**src/rtl/uart_rx_pkg.sv**
```systemverilog
// uart_rx_pkg: receiver state encodings and default bit period shared with uart_tx
package uart_rx_pkg;
    typedef enum logic [2:0] {
        ESPERA          = 3'd0,
        VERIFICA_INICIO = 3'd1,
        RECEBE_BITS     = 3'd2,
        RECEBE_FINAL    = 3'd3,
        LIMPEZA         = 3'd4
    } estado_t;
    localparam int CLOKS_POR_BIT_PADRAO = 5209;
endpackage

```
**src/rtl/uart_rx_sincronizador_2ff.sv**
```systemverilog
// uart_rx_sincronizador_2ff: two-flop synchroniser for one asynchronous input
module uart_rx_sincronizador_2ff #(
    parameter logic RESET_VAL = 1'b1
) (
    input  logic clock,
    input  logic reset,
    input  logic assincrono,
    output logic sincronizado
);
    logic [1:0] ff_q, ff_d;
    always_comb ff_d = {ff_q[0], assincrono};
    always_ff @(posedge clock) ff_q <= reset ? {2{RESET_VAL}} : ff_d;
    assign sincronizado = ff_q[1];
endmodule

```
**src/rtl/uart_rx.sv**
```systemverilog
// uart_rx: 8N1 UART receiver with start-glitch rejection, centre sampling and framing-error flag
module uart_rx
    import uart_rx_pkg::*;
#(
    parameter int CLOKS_POR_BIT = CLOKS_POR_BIT_PADRAO
) (
    input  logic       clock,
    input  logic       reset,
    input  logic       bitSerialRecebido,
    output logic [7:0] byteRecebido,
    output logic       dadoValido,
    output logic       erroDeQuadro,
    output logic       recepcaoEmAndamento
);
    localparam int CW = $clog2(CLOKS_POR_BIT);
    localparam logic [CW-1:0] METADE = CW'((CLOKS_POR_BIT - 1) / 2);
    localparam logic [CW-1:0] ULTIMO = CW'(CLOKS_POR_BIT - 1);
    estado_t state_q, state_d;
    logic [CW-1:0] cnt_q, cnt_d;
    logic [2:0] idx_q, idx_d;
    logic [7:0] shift_q, shift_d, byte_q, byte_d;
    logic valid_q, valid_d, err_q, err_d, busy_q, busy_d, prev_q;
    logic linha_sync;
    uart_rx_sincronizador_2ff #(.RESET_VAL(1'b1)) u_sync (
        .clock       (clock),
        .reset       (reset),
        .assincrono  (bitSerialRecebido),
        .sincronizado(linha_sync)
    );
    always_comb begin
        state_d = state_q;
        cnt_d   = cnt_q + CW'(1);
        idx_d   = idx_q;
        shift_d = shift_q;
        byte_d  = byte_q;
        valid_d = 1'b0;
        err_d   = 1'b0;
        busy_d  = busy_q;
        case (state_q)
            ESPERA: begin
                cnt_d   = '0;
                state_d = (prev_q && !linha_sync) ? VERIFICA_INICIO : ESPERA;
            end
            VERIFICA_INICIO: if (cnt_q == METADE) begin
                cnt_d   = '0;
                busy_d  = !linha_sync;
                state_d = linha_sync ? ESPERA : RECEBE_BITS;
            end
            RECEBE_BITS: if (cnt_q == ULTIMO) begin
                cnt_d          = '0;
                shift_d[idx_q] = linha_sync;
                idx_d          = idx_q + 3'd1;
                state_d        = (idx_q == 3'd7) ? RECEBE_FINAL : RECEBE_BITS;
            end
            RECEBE_FINAL: if (cnt_q == ULTIMO) begin
                cnt_d   = '0;
                busy_d  = 1'b0;
                byte_d  = linha_sync ? shift_q : byte_q;
                valid_d = linha_sync;
                err_d   = !linha_sync;
                state_d = LIMPEZA;
            end
            default: begin
                cnt_d   = '0;
                state_d = ESPERA;
            end
        endcase
    end
    always_ff @(posedge clock) begin
        if (reset) begin
            state_q <= ESPERA;
            cnt_q   <= '0;
            idx_q   <= '0;
            shift_q <= '0;
            byte_q  <= '0;
            valid_q <= 1'b0;
            err_q   <= 1'b0;
            busy_q  <= 1'b0;
            prev_q  <= 1'b1;
        end else begin
            state_q <= state_d;
            cnt_q   <= cnt_d;
            idx_q   <= idx_d;
            shift_q <= shift_d;
            byte_q  <= byte_d;
            valid_q <= valid_d;
            err_q   <= err_d;
            busy_q  <= busy_d;
            prev_q  <= linha_sync;
        end
    end
    assign byteRecebido        = byte_q;
    assign dadoValido          = valid_q;
    assign erroDeQuadro        = err_q;
    assign recepcaoEmAndamento = busy_q;
endmodule

```
**config.mk**
```make
export PLATFORM = sky130hd
export DESIGN_NAME = uart_rx
export DESIGN_NICKNAME = d
export VERILOG_FILES = /design/src/rtl/uart_rx_pkg.sv /design/src/rtl/uart_rx_sincronizador_2ff.sv /design/src/rtl/uart_rx.sv
export SDC_FILE = /design/constraint.sdc
export NUM_CORES = 1
export LEC_CHECK = 0
export ABC_AREA = 1
export BUFFER_PORTS_ARGS = -buffer_cell sky130_fd_sc_hd__buf_2
export CORE_MARGIN = 2
export CORE_UTILIZATION = 40
export DETAILED_ROUTE_END_ITERATION = 12
export PLACE_DENSITY = 0.6
export SYNTH_ARGS = -nofsm -noshare
export SYNTH_HDL_FRONTEND = slang
export SYNTH_HIERARCHICAL = 1
export SYNTH_SLANG_ARGS = --single-unit
```
**constraint.sdc**
```tcl
create_clock -name clock -period 2.15 [get_ports clock]
set_input_delay 0.215 -clock clock [delete_from_list [all_inputs] [get_ports clock]]
set_output_delay 0.215 -clock clock [all_outputs]
set_load 0.01 [all_outputs]
```
==> results of run 1 <==
-- Yosys cell counts (all sizes together) --
library cell	number	area [um^2]
nor2	72	318
nand2	67	267
dfxtp	41	821
inv	40	150
nand3	26	135
a21oi	13	76.3
nand4	12	90.1
buf	6	51.3
o21ai	6	30.0
ha	4	50.1
nor3	4	36.3
xnor2	3	26.3
xor2	2	17.5
clkbuf	1	3.75
or2	1	6.26
-- how the worst max path moves through the flow --
| stage | endpoint | slack [ns] | cells past startpoint |
|---|---|---|---|
| floorplan | byteRecebido[3] | 0.80 | 8 |
| global placement | byteRecebido[4] | 0.63 | 7 |
| detailed placement | byteRecebido[5] | 0.63 | 7 |
| CTS | byteRecebido[5] | 0.61 | 7 |
| global route | byteRecebido[7] | 0.42 | 8 |
| finish | byteRecebido[5] | 0.62 | 7 |
-- registers in the layout (all words and copies together) (netlist names) --
name                 flops
dadoValido               1
erroDeQuadro             1
u_sync/ff_q              2
cnt_q                   13
state_q                  3
shift_q                  8
recepcaoEmAndamento      1
prev_q                   1
byteRecebido             8
idx_q                    3
-- cells in the final DEF, fill, tap and decap left out, types with 2 or more instances in the layout --
cell and instances:
nand4_1 11, xnor2_1 3, nand2_2 3, nor2_4 4, nor2_2 7, ha_1 4
dfxtp_1 41, inv_2 7, o21ai_0 4, buf_2 13, nor3_1 2, a21oi_1 12
inv_1 33, nand2_1 63, nor2_1 61, clkbuf_8 5, xor2_1 2, o21ai_1 2
nand3_1 25
-- report_power, final --
group          switching, uW  internal, uW  total [uW]
logic                    167          66.0         233
clock network            286           348         634
registers               25.7           779         804
-- logic make-up (layout without fill, tap and decap cells) --
| logic type | Yosys count | in the layout | synth area share |
|---|---|---|---|
| AO/OA/AOI/OAI | 19 | 19 | 0.0512 |
| XOR/XNOR | 5 | 5 | 0.0211 |
| adder cells (fa/ha/maj) | 4 | 4 | 0.0241 |
| buffers and inverters | 47 | 61 | 0.0987 |
| flip-flops | 41 | 41 | 0.395 |
| AND/OR/NAND/NOR | 182 | 182 | 0.410 |
-- layer usage --
layer	share of wire	up-vias
li1	-	958
met1	0.51	783
met2	0.43	35
met3	0.044	8
met4	0.018	0
met5	0	-
-- stage by stage --
step / instance area, um^2 / hold WS (ns) / std cells / power [uW]
6_report: 2290 / 0.0845 / 382 / 1670
2_1_floorplan: 2080 / 0.300 / 298 / 1020
5_1_grt: 2290 / 0.0900 / 382 / 1770
4_1_cts: 2290 / 0.0778 / 382 / 1700
3_5_place_dp: 2180 / 0.398 / 374 / 1060
3_3_place_gp: 2180 / 0.386 / 374 / 1060
-- area by class of cell --
cell class              count  area share
multi-input cells         210       0.459
flip-flops and latches     41       0.358
inverters                  40      0.0655
well taps                  70      0.0382
clock buffers               5      0.0300
repair buffers             13      0.0284
clock inverters             3      0.0202
-- worst max-delay path: stages, from the launching register on --
cell	delay (ns)
dfxtp_1	0.34
inv_1	0.06
ha_1	0.20
nand4_1	0.15
nor2_4	0.16
nand4_4	0.26
nor2_1	0.19
nor2_1	0.06
==> flow_metrics.py, run 1 <==
metrics = {
    "die": {
        "die-area_mm2": 0.00579,
        "initial_core_util": 0.410,
        "fp.dieW_um": 76.1,
        "rows": 26,
        "core_mm2": 0.00507,
        "ios": 14,
        "die_y_um": 76.1,
    },
    "logic_synthesis": {
        "ys_ff_latch": 41,
        "synth_cell_type_count": 28,
        "syn_area_mm2": 0.00208,
        "synth_cells": 298,
        "synth_warnings": 6,
        "synth_nets": 305,
        "yosysSeqAreaShare": 0.395,
        "synth.avg_cell_area_um2": 6.97,
    },
    "drt": {
        "wl_per_cell_um": 10.4,
        "vias": 1784,
        "drt_iter0_drc": 79,
        "first_pass_iters": 5,
        "avgViaCountPerCell": 4.67,
        "ant_nets": 0,
        "drc": 0,
        "finalWirelength_um": 3970,
    },
    "critical_path": {
        "path_class": "register to register",
        "path_max_fanout": 17,
        "regToRegEndpoint": "byteRecebido[5]",
        "cp_data_required_time_ns": 2.35,
        "r2r_cells": 7,
        "arrival_ns": 1.72,
        "start_kind": "register",
        "cp-end-kind": "register",
        "setup.worst_path.start": "cnt_q[0]",
        "r2r_start": "cnt_q[0]",
        "regToRegSetupSlack_ns": 0.62,
    },
    "global_routing": {
        "use_met3": 0.0367,
        "grt_pass1_vias": 1578,
        "met1_usage": 0.197,
        "top_usage_layer": "met2",
        "grt_overflow": 0,
        "grt_first_pass_wirelength_um": 7080,
        "antenna_found_initial": 0,
        "grt_max_degree": 20,
        "grt_use_total": 0.149,
        "grtUsageMet2": 0.229,
    },
    "place": {
        "port_buffers": 13,
        "preCtsSetupSlack_ns": 0.629,
        "gp_congestion": 0.802,
        "place_hpwl_um": 2780,
    },
    "sta": {
        "fin_crit_sh": 0.711,
        "maxSlewHeadroom": 0.653,
        "finalClockSkew_ns": 0.00358,
        "fin_ws_ns": 0.622,
        "tightestPinTransition_ns": 0.520,
        "fmax_mhz": 655,
        "tns_ns": 0,
        "drv_slew": 0,
        "grt_setup_unrepaired": "false",
        "fin_crit_ns": 1.53,
        "hold_viol_final": 0,
        "finalSetupViolCount": 0,
    },
    "min_path": {
        "min_path_cells": 3,
        "hp-start": "bitSerialRecebido",
        "whs_endpoint": "u_sync/ff_q[0]",
        "hp-class": "input pin to register",
    },
    "layout": {
        "num_antenna_cells": 0,
        "register_area_um2": 821,
        "fin_util": 0.451,
        "drive_gt1_frac": 0.154,
        "multi_input_area_mm2": 0.00105,
        "area_growth_pct": 10.2,
        "fin_nets": 318,
        "fillers": 548,
    },
    "clock_tree": {
        "h-tree-depth": 2,
        "clockBufferDepth": 2,
        "cts_root_buf": "clkbuf_8",
        "cts_resized": 0,
        "clock_latency_ns": 0.30,
        "clk_pin_slew_ns": 0.08,
        "tritoncts": "built",
        "cts_num_sinks": 41,
        "numCtsBuffers": 5,
        "postCtsHoldBufs": 0,
        "postCtsSetupBuffers": 0,
    },
    "power": {
        "leakagePower_uw": 0.000973,
        "vdd_ir_drop_max_mv": 0.407,
        "p_per_area_mw_per_mm2": 730,
    },
    "status": {
        "status": "finished clean",
    },
    "flow_run": {
        "cap_violations": 0,
    },
}
(Power assumes the default switching activity.)
==> run 2, diff against run 1 <==
- ABC_AREA: 1 -> 0
- PLACE_DENSITY: 0.6 -> 0.62
- clock period: 2.15 -> 1.25 ns (I/O delays scaled with it)
==> flow_metrics.py, run 2 <==
metrics = {
    "logic_synthesis": {
        "synth_nets": 231,
        "ys_ff_latch": 41,
        "synth_mux_area_frac": 0.0445,
        "yosysMostFrequentCell": "dfxtp_1",
        "synth_fa_ha_area_frac": 0.0244,
        "syn_area_mm2": 0.00205,
        "synth_top_family_by_area": "simple AND/OR/NAND/NOR gates",
        "synth_compound_area_frac": 0.0988,
        "synth_xor_area_frac": 0.0427,
        "synth_top_area_share": 0.400,
        "synth_top_cells_by_count": "dfxtp_1, nand2b_1, nand3_1",
        "yosys-top-cells-area": "dfxtp_1, nand2b_1, nand3_1, mux2i_1, nor3_1",
        "yosysSeqAreaShare": 0.400,
        "synth_ff_type": "dfxtp_1",
        "yosysTopAreaCell": "dfxtp_1",
        "synth-edff-count": 0,
        "synthSimpleGateAreaFrac": 0.335,
        "synth.avg_cell_area_um2": 9.15,
        "ys_async_sr_fraction": 0,
        "synth_cells": 224,
        "synth_cell_type_count": 47,
        "synth_warnings": 6,
    },
    "place": {
        "placedCellCount": 335,
        "gp_congestion": 0.838,
        "placed_area_mm2": 0.00245,
        "place_hpwl_um": 3130,
        "preCtsSetupSlack_ns": -0.404,
        "port_buffers": 13,
    },
    "clock_tree": {
        "h-tree-depth": 2,
        "cts_num_sinks": 41,
        "tritoncts": "built",
        "clock_latency_ns": 0.29,
        "clockBufferDepth": 2,
        "postCtsHoldBufs": 0,
        "numCtsBuffers": 5,
        "clk_pin_slew_ns": 0.08,
        "cts_root_buf": "clkbuf_8",
    },
    "die": {
        "die_y_um": 75.6,
        "fp.dieW_um": 75.6,
        "ios": 14,
        "die-area_mm2": 0.00572,
        "rows": 26,
        "core_mm2": 0.00504,
        "initial_core_util": 0.407,
    },
    "power": {
        "vdd_ir_drop_max_mv": 0.592,
        "leakagePower_uw": 0.000996,
        "p_per_area_mw_per_mm2": 963,
    },
    "sta": {
        "fmax_mhz": 609,
        "finalSetupViolCount": 38,
        "drv_slew": 0,
        "fin_crit_sh": 1.31,
        "grt_setup_unrepaired": "true",
        "finalClockSkew_ns": 0.00292,
        "tightestPinTransition_ns": 0.389,
        "maxSlewHeadroom": 0.738,
        "hold_viol_final": 0,
        "fin_ws_ns": -0.393,
        "fin_crit_ns": 1.64,
        "tns_ns": -12.07,
    },
    "min_path": {
        "hp-class": "input pin to register",
        "min_path_cells": 2,
        "whs_endpoint": "u_sync/ff_q[0]",
        "hp-start": "bitSerialRecebido",
    },
    "layout": {
        "area_growth_pct": 28.5,
        "stdcell_count": 346,
        "final_common_cell": "buf_4",
        "regMostFlops": "cnt_q",
        "largest_register_ffs": 13,
        "final_cell_mix": "buf_4, dfxtp_1, nand2b_1, nand3_1, nor3_1",
        "num_antenna_cells": 0,
        "final_cell_area_mm2": 0.00264,
        "drive_gt1_frac": 0.333,
        "fin_util": 0.523,
        "fillers": 478,
        "fin_nets": 282,
    },
    "drt": {
        "drc": 0,
        "first_pass_iters": 4,
        "finalWirelength_um": 4390,
        "wl_per_cell_um": 12.7,
        "drt_iter0_drc": 65,
        "avgViaCountPerCell": 5.14,
        "vias": 1779,
        "ant_nets": 0,
    },
    "critical_path": {
        "slowest_delay_ns": 0.33,
        "arrival_ns": 1.83,
        "cp_num_buf_inv": 3,
        "path_max_fanout": 8,
        "setup.worst_path.start": "cnt_q[0]",
        "regToRegEndpoint": "cnt_q[4]",
        "cp_data_required_time_ns": 1.44,
        "crit_chain": "inv_2, ha_4, nor3b_4, buf_4, nand4_4, a22oi_2, buf_6, nor3_1",
        "critPathTopFamily": "simple AND/OR/NAND/NOR gates",
        "r2r_cells": 8,
        "cp_slowest_cell": "dfxtp_2",
        "cp-end-kind": "register",
        "r2r_start": "cnt_q[0]",
        "regToRegSetupSlack_ns": -0.39,
        "start_kind": "register",
        "path_class": "register to register",
    },
    "global_routing": {
        "grt_overflow": 0,
        "grt_pass1_vias": 1582,
        "grt_max_degree": 21,
        "grt_first_pass_wirelength_um": 6990,
        "antenna_found_initial": 0,
        "grt_use_total": 0.163,
    },
    "status": {
        "status": "finished, violations left",
        "violations": "setup timing",
    },
    "flow_run": {
        "cap_violations": 0,
    },
}
[run 2: cell types whose count changed after synthesis, moves of 6 or more]
cell,delta
and3_1,+7
inv_1,-31
inv_2,-7
mux2i_1,+8
nand2_1,-55
nand2b_1,+19
nand3_1,-6
nand4_1,-6
nor2_1,-55
nor2_2,-7
nor3_1,+14
[run 2: logic make-up (layout without fill, tap and decap cells)]
logic type	count (synthesis)	in the layout
AO/OA/AOI/OAI	31	31
XOR/XNOR	10	10
adder cells (fa/ha/maj)	4	4
buffers and inverters	17	69
flip-flops	41	41
multiplexers	9	9
AND/OR/NAND/NOR	112	112
[run 2: power by group]
group,switching (uW),internal [uW]
registers,3.72,1310
logic,57.3,50.9
clock network,463,651
total,524,2010
[run 2: timing repair]
action,CTS,global route
pin swaps,8,4
gates resized for setup,4,11
buffers inserted,1,2
setup endpoints to repair,38,38
[run 2: final cells by class]
type / count / area (um^2) / share of cell area
Multi-Input combinational cell: 166 / 1180 / 0.448
Sequential cell: 41 / 826 / 0.313
Timing Repair Buffer: 59 / 418 / 0.159
Tap cell: 70 / 87.6 / 0.0332
Clock buffer: 7 / 86.3 / 0.0328
Clock inverter: 1 / 30.0 / 0.0114
Inverter: 2 / 7.51 / 0.00285
[run 2: worst max-delay path by stage]
| stage | endpoint | depth (start not counted) |
|---|---|---|
| global route | cnt_q[1] | 8 |
| detailed placement | recepcaoEmAndamento | 6 |
| CTS | recepcaoEmAndamento | 6 |
| global placement | cnt_q[3] | 7 |
| floorplan | recepcaoEmAndamento | 6 |
| finish | cnt_q[4] | 8 |
[run 2: layer usage]
layer	share of wire	vias to the layer above	global-route usage
li1	-	902	-
met1	0.47	836	0.193
met2	0.48	32	0.270
met3	0.033	9	0.0410
met4	0.017	0	0.0858
met5	0	-	0
[run 2: per-stage QoR]
stage               total power, uW  hold WS (ns)
floorplan                      1410         0.222
global placement               1450         0.309
detailed placement             1450         0.312
CTS                            2570       0.00336
global route                   2630        0.0187
finish                         2540        0.0135
==> run 3, diff against run 2 <==
- PLACE_DENSITY: 0.62 -> 0.6
- clock period: 1.25 -> 2.1 ns (I/O delays scaled with it)
==> flow_metrics.py, run 3 (same netlist as run 2, synthesis figures left out) <==
metrics = {
    "critical_path": {
        "path_class": "register to register",
        "path_max_fanout": 14,
        "arrival_ns": 1.98,
        "cp-end-kind": "register",
        "start_kind": "register",
        "cp_data_required_time_ns": 2.24,
    },
    "clock_tree": {
        "clk_pin_slew_ns": 0.07,
        "cts_root_buf": "clkbuf_8",
        "postCtsHoldBufs": 0,
        "numCtsBuffers": 5,
        "postCtsSetupBuffers": 0,
        "tritoncts": "built",
        "clockBufferDepth": 2,
        "h-tree-depth": 2,
        "clock_latency_ns": 0.29,
        "cts_resized": 0,
        "cts_num_sinks": 41,
    },
    "sta": {
        "finalSetupViolCount": 0,
        "fin_crit_ns": 1.84,
        "tightestPinTransition_ns": 0.513,
        "maxSlewHeadroom": 0.658,
        "finalClockSkew_ns": 0.00650,
        "fin_crit_sh": 0.875,
        "hold_viol_final": 0,
        "fmax_mhz": 544,
        "tns_ns": 0,
        "grt_setup_unrepaired": "false",
        "drv_slew": 0,
    },
    "layout": {
        "largest_register_ffs": 13,
        "fillers": 499,
        "final_common_cell": "dfxtp_1",
        "final_cell_mix": "dfxtp_1, nand2b_1, nand3_1",
        "area_growth_pct": 8.42,
        "regMostFlops": "cnt_q",
        "drive_gt1_frac": 0.145,
        "num_antenna_cells": 0,
        "fin_nets": 241,
        "final_cell_area_mm2": 0.00222,
    },
    "global_routing": {
        "grt_overflow": 0,
        "grt_max_degree": 36,
        "antenna_found_initial": 0,
        "grt_pass1_vias": 1294,
        "grt_first_pass_wirelength_um": 6170,
        "grt_use_total": 0.141,
    },
    "drt": {
        "finalWirelength_um": 3830,
        "drc": 0,
        "ant_nets": 0,
        "drt_iter0_drc": 67,
        "vias": 1558,
        "avgViaCountPerCell": 5.13,
        "first_pass_iters": 4,
        "wl_per_cell_um": 12.6,
    },
    "power": {
        "leakagePower_uw": 0.000762,
        "p_per_area_mw_per_mm2": 606,
        "vdd_ir_drop_max_mv": 0.363,
    },
    "die": {
        "ios": 14,
        "die-area_mm2": 0.00572,
        "fp.dieW_um": 75.6,
        "rows": 26,
        "die_y_um": 75.6,
        "initial_core_util": 0.407,
        "core_mm2": 0.00504,
    },
    "place": {
        "placed_area_mm2": 0.00214,
        "port_buffers": 13,
        "gp_congestion": 0.752,
        "place_hpwl_um": 2480,
    },
    "status": {
        "status": "finished clean",
    },
    "flow_run": {
        "cap_violations": 0,
    },
    "min_path": {
        "hp-class": "input pin to register",
    },
}
==> run 3: report_power, final <==
part,internal (uW),switching [uW],total [uW]
Clock,261,258,519
Sequential,781,6.71,787
Combinational,16.7,23.9,40.6
==> run 3: metal layers <==
layer	track usage	vias up	wire length, um
met5	0	-	0
met4	0.0409	0	17
met1	0.182	721	1970
met2	0.233	14	1770
met3	0.0357	2	77
li1	-	821	-
==> run 3: layout make-up <==
cell class                      instances  area, um^2  share of cell area
Clock buffer                            7        86.3              0.0388
Inverter                                2        7.51             0.00338
Multi-Input combinational cell        166        1120               0.503
Sequential cell                        41         821               0.369
Tap cell                               70        87.6              0.0394
Timing Repair Buffer                   18         103              0.0461
==> run 3: stage by stage <==
step                      instances   util  total power (uW)  setup slack, ns  hold WS, ns
after floorplan                 224      -               836            0.499        0.307
after global placement          297  0.424               847            0.282        0.385
after detailed placement        297  0.424               847            0.238        0.391
after CTS                       304  0.441              1370            0.228       0.0937
after global routing            304  0.441              1400           0.0914        0.111
final                           304  0.441              1350            0.262       0.0989
==> run 3: final timing paths <==
kind,from,slack [ns],cells past startpoint,to
max reg2reg,cnt_q[0],0.26,7,state_q[0]
min reg2reg,u_sync/ff_q[0],0.40,1,u_sync/ff_q[1]
min,bitSerialRecebido,0.1,2,u_sync/ff_q[0]
max,cnt_q[0],0.26,7,state_q[0]
==> run 3: worst max-delay path, cell delays in order (launching register included) <==
cell and delay (ns):
dfxtp_1 0.35, inv_1 0.07, ha_1 0.13, nor3b_4 0.22, nand4_2 0.36, a22oi_2 0.26
buf_4 0.22, a221oi_1 0.09
